==> src/rtl/router_fsm_n_pkg.sv <==
// Shared state encodings and helpers for the parametrised router control FSM.
package router_fsm_n_pkg;

    localparam int ROUTER_MAX_PORTS = 4;

    localparam logic [3:0] DECODE_ADDRESS     = 4'd0;
    localparam logic [3:0] LOAD_FIRST_DATA    = 4'd1;
    localparam logic [3:0] LOAD_DATA          = 4'd2;
    localparam logic [3:0] LOAD_PARITY        = 4'd3;
    localparam logic [3:0] CHECK_PARITY_ERROR = 4'd4;
    localparam logic [3:0] FIFO_FULL_STATE    = 4'd5;
    localparam logic [3:0] LOAD_AFTER_FULL    = 4'd6;
    localparam logic [3:0] WAIT_TILL_EMPTY    = 4'd7;
    localparam logic [3:0] DROP_PACKET        = 4'd8;

    // Bits needed to hold values 0..n-1 (minimum 1).
    function automatic int clog2(input int n);
        int r;
        r = 0;
        while ((1 << r) < n) r++;
        return (r < 1) ? 1 : r;
    endfunction

endpackage

==> src/rtl/router_fsm_n_if.sv <==
// Handshake/status bundle between the register block, output FIFOs and the router FSM.
interface router_fsm_n_if #(
    parameter int NUM_PORTS = 3,
    parameter int ADDR_W    = 2
);
    logic                 pkt_valid;
    logic [ADDR_W-1:0]    data_in;
    logic                 fifo_full;
    logic [NUM_PORTS-1:0] fifo_empty;
    logic [NUM_PORTS-1:0] soft_reset;
    logic                 parity_done;
    logic                 low_packet_valid;

    logic [NUM_PORTS-1:0] dest_sel;
    logic                 detect_add;
    logic                 lfd_state;
    logic                 ld_state;
    logic                 laf_state;
    logic                 full_state;
    logic                 rst_int_reg;
    logic                 write_enb_reg;
    logic                 busy;
    logic                 drop_state;
    logic                 wait_timeout;

    modport master (
        output pkt_valid, data_in, fifo_full, fifo_empty, soft_reset, parity_done, low_packet_valid,
        input  dest_sel, detect_add, lfd_state, ld_state, laf_state, full_state, rst_int_reg,
               write_enb_reg, busy, drop_state, wait_timeout
    );

    modport slave (
        input  pkt_valid, data_in, fifo_full, fifo_empty, soft_reset, parity_done, low_packet_valid,
        output dest_sel, detect_add, lfd_state, ld_state, laf_state, full_state, rst_int_reg,
               write_enb_reg, busy, drop_state, wait_timeout
    );
endinterface

==> src/rtl/router_fsm_n_wait_timer.sv <==
// Cycle counter bounding how long the FSM may sit in WAIT_TILL_EMPTY.
module router_wait_timer
    import router_fsm_n_pkg::*;
#(
    parameter int LIMIT = 30
) (
    input  logic clock,
    input  logic resetn,
    input  logic clear,
    input  logic enable,
    output logic expired
);
    localparam int W = clog2(LIMIT + 1);

    logic [W-1:0] cnt;

    // expired asserts during the LIMIT-th enabled cycle, so the exit edge lands exactly on LIMIT.
    assign expired = (cnt == W'(LIMIT - 1));

    always_ff @(posedge clock) begin
        if (!resetn)
            cnt <= '0;
        else if (clear)
            cnt <= '0;
        else if (enable && !expired)
            cnt <= cnt + W'(1);
    end
endmodule

==> src/rtl/router_fsm_n.sv <==
// Router control FSM for NUM_PORTS output FIFOs with bad-address drop.
// Optional wait-till-empty timeout enabled by defining ROUTER_WAIT_TIMEOUT_EN.
module router_fsm_n
    import router_fsm_n_pkg::*;
#(
    parameter int NUM_PORTS    = 3,
    parameter int ADDR_W       = 2,
    parameter int WAIT_TIMEOUT = 30
) (
    input  logic            clock,
    input  logic            resetn,
    router_fsm_n_if.slave   bus
);
    if (NUM_PORTS < 2 || NUM_PORTS > ROUTER_MAX_PORTS) begin : g_bad_ports
        $error("router_fsm_n: NUM_PORTS out of range");
    end
    if ((1 << ADDR_W) < NUM_PORTS) begin : g_bad_addr
        $error("router_fsm_n: ADDR_W too narrow for NUM_PORTS");
    end
    if (WAIT_TIMEOUT < 1) begin : g_bad_timeout
        $error("router_fsm_n: WAIT_TIMEOUT must be >= 1");
    end

    logic [3:0]           state, next_state;
    logic [NUM_PORTS-1:0] dest_sel;
    logic [NUM_PORTS-1:0] hdr_onehot;
    logic                 addr_ok, hdr_accept, hdr_empty, dest_empty, soft_hit, timer_exp;

    assign addr_ok    = (int'(bus.data_in) < NUM_PORTS);
    assign hdr_onehot = NUM_PORTS'(1) << bus.data_in;
    assign hdr_accept = (state == DECODE_ADDRESS) && bus.pkt_valid && addr_ok;
    assign hdr_empty  = |(bus.fifo_empty & hdr_onehot);
    assign dest_empty = |(bus.fifo_empty & dest_sel);
    assign soft_hit   = |(bus.soft_reset & dest_sel);

`ifdef ROUTER_WAIT_TIMEOUT_EN
    logic wait_timeout_q;

    router_wait_timer #(.LIMIT(WAIT_TIMEOUT)) u_wait_timer (
        .clock   (clock),
        .resetn  (resetn),
        .clear   (state != WAIT_TILL_EMPTY),
        .enable  (state == WAIT_TILL_EMPTY),
        .expired (timer_exp)
    );

    always_ff @(posedge clock) begin
        if (!resetn)
            wait_timeout_q <= 1'b0;
        else
            wait_timeout_q <= (state == WAIT_TILL_EMPTY) && (next_state == DROP_PACKET);
    end
    assign bus.wait_timeout = wait_timeout_q;
`else
    assign timer_exp        = 1'b0;
    assign bus.wait_timeout = 1'b0;
`endif

    always_comb begin
        next_state = state;
        case (state)
            DECODE_ADDRESS: begin
                if (bus.pkt_valid && addr_ok) next_state = hdr_empty ? LOAD_FIRST_DATA : WAIT_TILL_EMPTY;
                else if (bus.pkt_valid)       next_state = DROP_PACKET;
            end
            LOAD_FIRST_DATA:    next_state = LOAD_DATA;
            WAIT_TILL_EMPTY: begin
                if (dest_empty)     next_state = LOAD_FIRST_DATA;
                else if (timer_exp) next_state = DROP_PACKET;
            end
            LOAD_DATA: begin
                if (bus.fifo_full)       next_state = FIFO_FULL_STATE;
                else if (!bus.pkt_valid) next_state = LOAD_PARITY;
            end
            LOAD_PARITY:        next_state = CHECK_PARITY_ERROR;
            FIFO_FULL_STATE:    if (!bus.fifo_full) next_state = LOAD_AFTER_FULL;
            LOAD_AFTER_FULL: begin
                if (bus.parity_done)           next_state = DECODE_ADDRESS;
                else if (bus.low_packet_valid) next_state = LOAD_PARITY;
                else                           next_state = LOAD_DATA;
            end
            CHECK_PARITY_ERROR: next_state = bus.fifo_full ? FIFO_FULL_STATE : DECODE_ADDRESS;
            DROP_PACKET:        if (!bus.pkt_valid) next_state = DECODE_ADDRESS;
            default:            next_state = DECODE_ADDRESS;
        endcase
        // Soft reset of the selected port aborts a packet in flight, but not a decode or drop.
        if (soft_hit && state != DECODE_ADDRESS && state != DROP_PACKET)
            next_state = DECODE_ADDRESS;
    end

    always_ff @(posedge clock) begin
        if (!resetn) begin
            state    <= DECODE_ADDRESS;
            dest_sel <= '0;
        end else begin
            state <= next_state;
            if (hdr_accept) dest_sel <= hdr_onehot;
        end
    end

    assign bus.dest_sel      = dest_sel;
    assign bus.detect_add    = (state == DECODE_ADDRESS);
    assign bus.lfd_state     = (state == LOAD_FIRST_DATA);
    assign bus.ld_state      = (state == LOAD_DATA);
    assign bus.laf_state     = (state == LOAD_AFTER_FULL);
    assign bus.full_state    = (state == FIFO_FULL_STATE);
    assign bus.rst_int_reg   = (state == CHECK_PARITY_ERROR);
    assign bus.drop_state    = (state == DROP_PACKET);
    assign bus.write_enb_reg = (state == LOAD_DATA) || (state == LOAD_PARITY) || (state == LOAD_AFTER_FULL);
    assign bus.busy          = (state == LOAD_FIRST_DATA) || (state == LOAD_PARITY) ||
                               (state == FIFO_FULL_STATE) || (state == LOAD_AFTER_FULL) ||
                               (state == WAIT_TILL_EMPTY) || (state == CHECK_PARITY_ERROR);
endmodule

==> src/flat_wrapper.sv <==
// flat-port wrapper written by rule: the top's interface ports become plain ports
module router_fsm_n_flat import router_fsm_n_pkg::*;
#(
    parameter int NUM_PORTS    = 3,
    parameter int ADDR_W       = 2,
    parameter int WAIT_TIMEOUT = 30
)
  (clock, resetn, bus_pkt_valid, bus_data_in, bus_fifo_full, bus_fifo_empty, bus_soft_reset, bus_parity_done, bus_low_packet_valid, bus_dest_sel, bus_detect_add, bus_lfd_state, bus_ld_state, bus_laf_state, bus_full_state, bus_rst_int_reg, bus_write_enb_reg, bus_busy, bus_drop_state, bus_wait_timeout);
  router_fsm_n_if #(.NUM_PORTS(NUM_PORTS), .ADDR_W(ADDR_W)) bus_i ();
  input  logic clock;
  input  logic resetn;
  input wire logic [$bits(bus_i.pkt_valid)-1:0] bus_pkt_valid;
  input wire logic [$bits(bus_i.data_in)-1:0] bus_data_in;
  input wire logic [$bits(bus_i.fifo_full)-1:0] bus_fifo_full;
  input wire logic [$bits(bus_i.fifo_empty)-1:0] bus_fifo_empty;
  input wire logic [$bits(bus_i.soft_reset)-1:0] bus_soft_reset;
  input wire logic [$bits(bus_i.parity_done)-1:0] bus_parity_done;
  input wire logic [$bits(bus_i.low_packet_valid)-1:0] bus_low_packet_valid;
  output wire logic [$bits(bus_i.dest_sel)-1:0] bus_dest_sel;
  output wire logic [$bits(bus_i.detect_add)-1:0] bus_detect_add;
  output wire logic [$bits(bus_i.lfd_state)-1:0] bus_lfd_state;
  output wire logic [$bits(bus_i.ld_state)-1:0] bus_ld_state;
  output wire logic [$bits(bus_i.laf_state)-1:0] bus_laf_state;
  output wire logic [$bits(bus_i.full_state)-1:0] bus_full_state;
  output wire logic [$bits(bus_i.rst_int_reg)-1:0] bus_rst_int_reg;
  output wire logic [$bits(bus_i.write_enb_reg)-1:0] bus_write_enb_reg;
  output wire logic [$bits(bus_i.busy)-1:0] bus_busy;
  output wire logic [$bits(bus_i.drop_state)-1:0] bus_drop_state;
  output wire logic [$bits(bus_i.wait_timeout)-1:0] bus_wait_timeout;
  assign bus_i.pkt_valid = bus_pkt_valid;
  assign bus_i.data_in = bus_data_in;
  assign bus_i.fifo_full = bus_fifo_full;
  assign bus_i.fifo_empty = bus_fifo_empty;
  assign bus_i.soft_reset = bus_soft_reset;
  assign bus_i.parity_done = bus_parity_done;
  assign bus_i.low_packet_valid = bus_low_packet_valid;
  assign bus_dest_sel = bus_i.dest_sel;
  assign bus_detect_add = bus_i.detect_add;
  assign bus_lfd_state = bus_i.lfd_state;
  assign bus_ld_state = bus_i.ld_state;
  assign bus_laf_state = bus_i.laf_state;
  assign bus_full_state = bus_i.full_state;
  assign bus_rst_int_reg = bus_i.rst_int_reg;
  assign bus_write_enb_reg = bus_i.write_enb_reg;
  assign bus_busy = bus_i.busy;
  assign bus_drop_state = bus_i.drop_state;
  assign bus_wait_timeout = bus_i.wait_timeout;
  router_fsm_n #(.NUM_PORTS(NUM_PORTS), .ADDR_W(ADDR_W), .WAIT_TIMEOUT(WAIT_TIMEOUT)) u_core (.clock(clock), .resetn(resetn), .bus(bus_i));
endmodule
==> config.mk <==
export PLATFORM = sky130hd
export DESIGN_NAME = router_fsm_n_flat
export DESIGN_NICKNAME = d
export VERILOG_FILES = /design/src/rtl/router_fsm_n_pkg.sv /design/src/rtl/router_fsm_n_if.sv /design/src/rtl/router_fsm_n_wait_timer.sv /design/src/rtl/router_fsm_n.sv /design/src/flat_wrapper.sv
export SDC_FILE = /design/constraint.sdc
export NUM_CORES = 1
export LEC_CHECK = 0
export ABC_AREA = 1
export BUFFER_PORTS_ARGS = -buffer_cell sky130_fd_sc_hd__clkbuf_2
export CELL_PAD_IN_SITES_DETAIL_PLACEMENT = 1
export CELL_PAD_IN_SITES_GLOBAL_PLACEMENT = 2
export CORE_MARGIN = 3
export CORE_UTILIZATION = 19
export DETAILED_ROUTE_END_ITERATION = 6
export HOLD_SLACK_MARGIN = 0.12
export PLACE_DENSITY_LB_ADDON = 0.1
export SETUP_SLACK_MARGIN = 0.1
export SYNTH_ARGS = -nofsm -noshare
export SYNTH_HDL_FRONTEND = slang
export SYNTH_HIERARCHICAL = 1
export SYNTH_SLANG_ARGS = --single-unit
==> constraint.sdc <==
create_clock -name clock -period 1.1 [get_ports clock]
set_input_delay 0.11 -clock clock [delete_from_list [all_inputs] [get_ports clock]]
set_output_delay 0.11 -clock clock [all_outputs]
set_load 0.1 [all_outputs]
; ---- After elaboration in Yosys (flattened, before gate mapping)
; Cells that the tools add are included.
[word_totals]
regBits = 7
in_bits = 14
output_inout_bits = 13
wordCells = 53
[classes]
magnitude_cmp = 1
n_eq_ne = 14
shifts = 1
n_mux = 12
n_bitwise = 4
reduce_logical = 19
[ops]
columns = operator, n
row1 = $pmux 4 s9, 1
row2 = $mux 4, 8
row3 = $eq 4x3->1 const B, 4
row4 = $and 3x3->3, 3
row5 = $reduce_or 3->1, 3
row6 = $eq 4x2->1 const B, 2
row7 = $logic_or 1x1->1, 7
row8 = $mux 3, 2
row9 = $logic_and 1x1->1, 5
row10 = $reduce_and 5->1, 1
row11 = $eq 4x1->1 const B, 1
row12 = $eq 4x4->1 const B, 1
row13 = $logic_not 4->1, 1
row14 = $ne 2x2->1 const B, 2
row15 = $ne 4x4->1 const B, 1
row16 = $reduce_bool 4->1, 1
row17 = $ne 3x2->1 const B, 1
row18 = $ne 3x3->1 const B, 1
row19 = $shl 1x2->3 const A, 1
row20 = $lt 2x2->1 const B, 1
row21 = $ne 2x1->1 const B, 1
row22 = $reduce_or 2->1, 1
row23 = $mux 1, 1
row24 = $not 1->1, 1

; ---- Logic depth before layout (Yosys ltp)
[logic_depth]
ltp_word = 6
depth_mapped = 8
depth_no_buf = 8

; ---- Worst setup path before layout
; Ideal clock, no wire load.
[synth_timing]
path_kind = register to output
start = register u_core.state[1]
end = output port bus_write_enb_reg
arrival_time_ns = 2.754
required_time_ns = 0.990
slack_ns = -1.764
stages_incl_launch_ff = 5
n_path_buf = 0
cell_sequence = dfxtp_1 -> inv_2 -> nor2_4 -> inv_2 -> o21ai_0
[synth_between]
elab_chain_len = 3
elab_cells_between_ends = 5
cone_classes = eq/ne: 3 / reduce/logical: 2
[synth_lines]
columns = element, line_no
row1 = start: declaration, router_fsm_n.sv:24  ; logic [3:0] state, next_state;
row2 = start signal: assignment, router_fsm_n.sv:96  ; state <= next_state;
row3 = $eq 4x2->1, router_fsm_n.sv:109  ; assign bus.write_enb_reg = (state == LOAD_DATA) || (state == LOAD_PARITY) || (state == LOAD_AFTER_FULL);
row4 = $logic_or 1x1->1, router_fsm_n.sv:109
row5 = $logic_or 1x1->1 (*), router_fsm_n.sv:109
row6 = end: declaration, flat_wrapper.sv:26  ; output wire logic [$bits(bus_i.write_enb_reg)-1:0] bus_write_enb_reg;
; Mark *: on every way between the ends. The rest lies on a longest branch, timed or not.

; ---- Worst setup path in the final report
; Same ends and word-level chain as after synthesis.

==> results.py <==
metrics = {
    "run_status": {
        "status": "finished, violations left",
        "failed_checks": "setup timing",
    },
    "timing": {
        "slew_viol_final": 0,
        "setup_viol": 16,
        "fin_crit_sh": 1.27,
        "setup_tns_ns": -3.76,
        "hold_viol_final": 0,
        "hold_ws_ns": 0.190,
        "period_minus_slack_ns": 1.40,
        "fmax_mhz": 716,
        "setup_ws_ns": -0.296,
        "rsz0062_at_grt": "yes",
        "skew_ns": 0.00212,
    },
    "worst_setup_path": {
        "cp_top_family": "flip-flops",
        "cp_max_fo": 6,
        "r2r_slack_ns": -0.26,
        "max_stage_delay_ns": 0.39,
        "crit_path_start_kind": "register",
        "required_ns": 0.99,
        "critPathBufInv": 3,
        "critical_path_class": "register to output pin",
        "path_cells": "inv_4, nor2_4, inv_2, o21ai_4, buf_12",
        "slowest_stage": "dfxtp_4",
        "critPathCaptureType": "output pin",
        "crit_arrival_ns": 1.29,
    },
    "drt": {
        "first_iter_violations": 13,
        "drc": 0,
        "routed_wl_um": 2640,
        "drt_first_pass_iters": 4,
        "wl_per_cell_um": 12.4,
        "antenna_left": 0,
        "vias": 927,
        "routed_via_density": 4.35,
    },
    "clocking": {
        "clockBufferDepth": 2,
        "htree_levels": 1,
        "cts_inserted_buffers": 3,
        "cts_sinks": 7,
        "clock_latency_ns": 0.25,
        "clock_tree.root_cell": "clkbuf_4",
        "clk_pin_slew_ns": 0.05,
        "cts_tree": "built",
    },
    "yosys": {
        "yosys_warnings": 6,
        "seq_area_frac_synth": 0.221,
        "synth_top_cell_area_share": 0.221,
        "synth_area_per_cell_sq_um": 5.55,
        "synth_top_area_cell": "dfxtp_1",
        "ys_seq_elements": 7,
        "synth_edf_count": 0,
        "ys_types": 17,
        "ys.flop_type": "dfxtp_1",
        "synth_nets": 128,
        "synth_cells": 114,
        "yosys-top-cells-area": "dfxtp_1, nand2_1, nor2_1",
        "async_flop_share": 0,
        "syn-cell-area_sq_um": 633,
    },
    "global_routing": {
        "grt_usage": 0.138,
        "grt_pass1_wl_um": 4460,
        "grt_pass1_vias": 999,
        "grt_max_degree": 7,
        "grt_overflow_total": 0,
        "antenna_found_initial": 0,
    },
    "die": {
        "die_h_um": 63.7,
        "die-area_sq_um": 4060,
        "floorplan.initialDensity": 0.202,
        "num_rows": 20,
        "pin_count": 27,
        "fp.coreArea_sq_um": 3130,
        "die_x_um": 63.7,
    },
    "placement": {
        "dp_slack_ns": -0.186,
        "numPortBuffers": 25,
        "gp_congestion": 0.826,
        "dp_hpwl_um": 2190,
        "place_area_sq_um": 1250,
        "dp_cells": 198,
    },
    "cells_and_area": {
        "fin_cells": 213,
        "drive_gt1_frac": 0.609,
        "fin_area_sq_um": 1470,
        "synthToLayoutAreaGrowth_pct": 132,
        "nets": 184,
        "final_core_util": 0.470,
        "nFillCells": 391,
        "diodes": 0,
    },
    "power": {
        "seq_power_share": 0.111,
        "leakagePower_nw": 0.668,
        "p_switching_mw": 2.92,
        "power_frac_clock": 0.044,
        "power_mw": 5.28,
        "peakVddDrop_mv": 1.48,
        "power_frac_comb": 0.845,
        "swShare": 0.553,
        "power_density_nw_per_um2": 3590,
        "intPower_mw": 2.36,
    },
    "flow_run": {
        "cap_violations": 0,
    },
    "hold_path": {
        "hp-class": "input port to register",
    },
}
## metal layers
layer,share of wire,vias up,global-route usage
met4,0,0,0.0162
met2,0.57,22,0.286
met1,0.39,430,0.138
met5,0,-,0
met3,0.042,0,0.0357
li1,-,475,-
## synth_stat cells, drive strengths merged, types with 2 or more instances
cell type	n
a21oi	7
dfxtp	7
inv	17
nand2	35
nand3	11
nand3b	2
nand4	3
nor2	22
nor3	2
o21ai	5
## worst reg2reg max path, cell delays in order, from the launching register on
cell,delay [ns]
dfxtp_4,0.39
inv_4,0.05
nor2_4,0.17
buf_4,0.14
nand4_1,0.10
nand2_2,0.13
inv_2,0.04
nand2_2,0.07
nand2_2,0.08
a21oi_2,0.13
## sequential cells by signal (all words and copies together) (netlist names)
register	count
u_core/state	4
u_core/bus.dest_sel	3
## layout make-up
class | count | area, sq um | share of cell area
repair buffers | 52 | 541 | 0.367
well taps | 44 | 55.1 | 0.0374
clock buffers | 4 | 26.3 | 0.0179
multi-input cells | 89 | 591 | 0.401
inverters | 17 | 92.6 | 0.0629
flip-flops and latches | 7 | 166 | 0.113
## path summary, 6_finish.rpt
| kind | from | to | cells past startpoint |
|---|---|---|---|
| worst max-delay path | u_core/state[1] | bus_write_enb_reg | 5 |
| worst min-delay path | bus_data_in[0] | u_core/bus.dest_sel[1] | 3 |
| worst max register to register | u_core/state[1] | u_core/state[2] | 9 |
| worst min register to register | u_core/bus.dest_sel[0] | u_core/bus.dest_sel[0] | 2 |
## cell families after synthesis
group,synth area share
AO/OA/AOI/OAI,0.107
buffers and inverters,0.113
flip-flops,0.221
other,0.00592
AND/OR/NAND/NOR,0.553
## power groups by stage
stage / combinational [mW] / sequential, mW / clock [mW]
after global routing: 4.71 / 0.605 / 0.262
after CTS: 4.28 / 0.592 / 0.248
final: 4.46 / 0.586 / 0.233
after floorplan: 2.08 / 0.916 / 0
after global placement: 3.83 / 0.583 / 0
after detailed placement: 3.86 / 0.591 / 0
## cell usage in the layout (no fill, tap or decap), types with 3 or more instances in the layout
master | Yosys | routed
a21oi_2 | 0 | 3
buf_12 | 0 | 12
buf_4 | 1 | 18
buf_6 | 0 | 8
clkbuf_2 | 0 | 13
clkbuf_4 | 0 | 3
clkinvlp_4 | 0 | 3
dfxtp_4 | 0 | 7
inv_1 | 12 | 7
inv_2 | 5 | 3
nand2_1 | 32 | 24
nand2_2 | 3 | 9
nand3_1 | 11 | 9
nand4_1 | 3 | 3
nor2_1 | 16 | 12
nor2_4 | 3 | 9
o21ai_0 | 5 | 3
## timing repair
action,CTS,global route
pin swaps,10,11
buffers inserted,6,4
endpoints found under the setup margin,17,17
resized for setup,20,8
hold endpoints to repair,2,0
hold buffers,1,0
No activity file was read; power rests on OpenSTA's default activity.
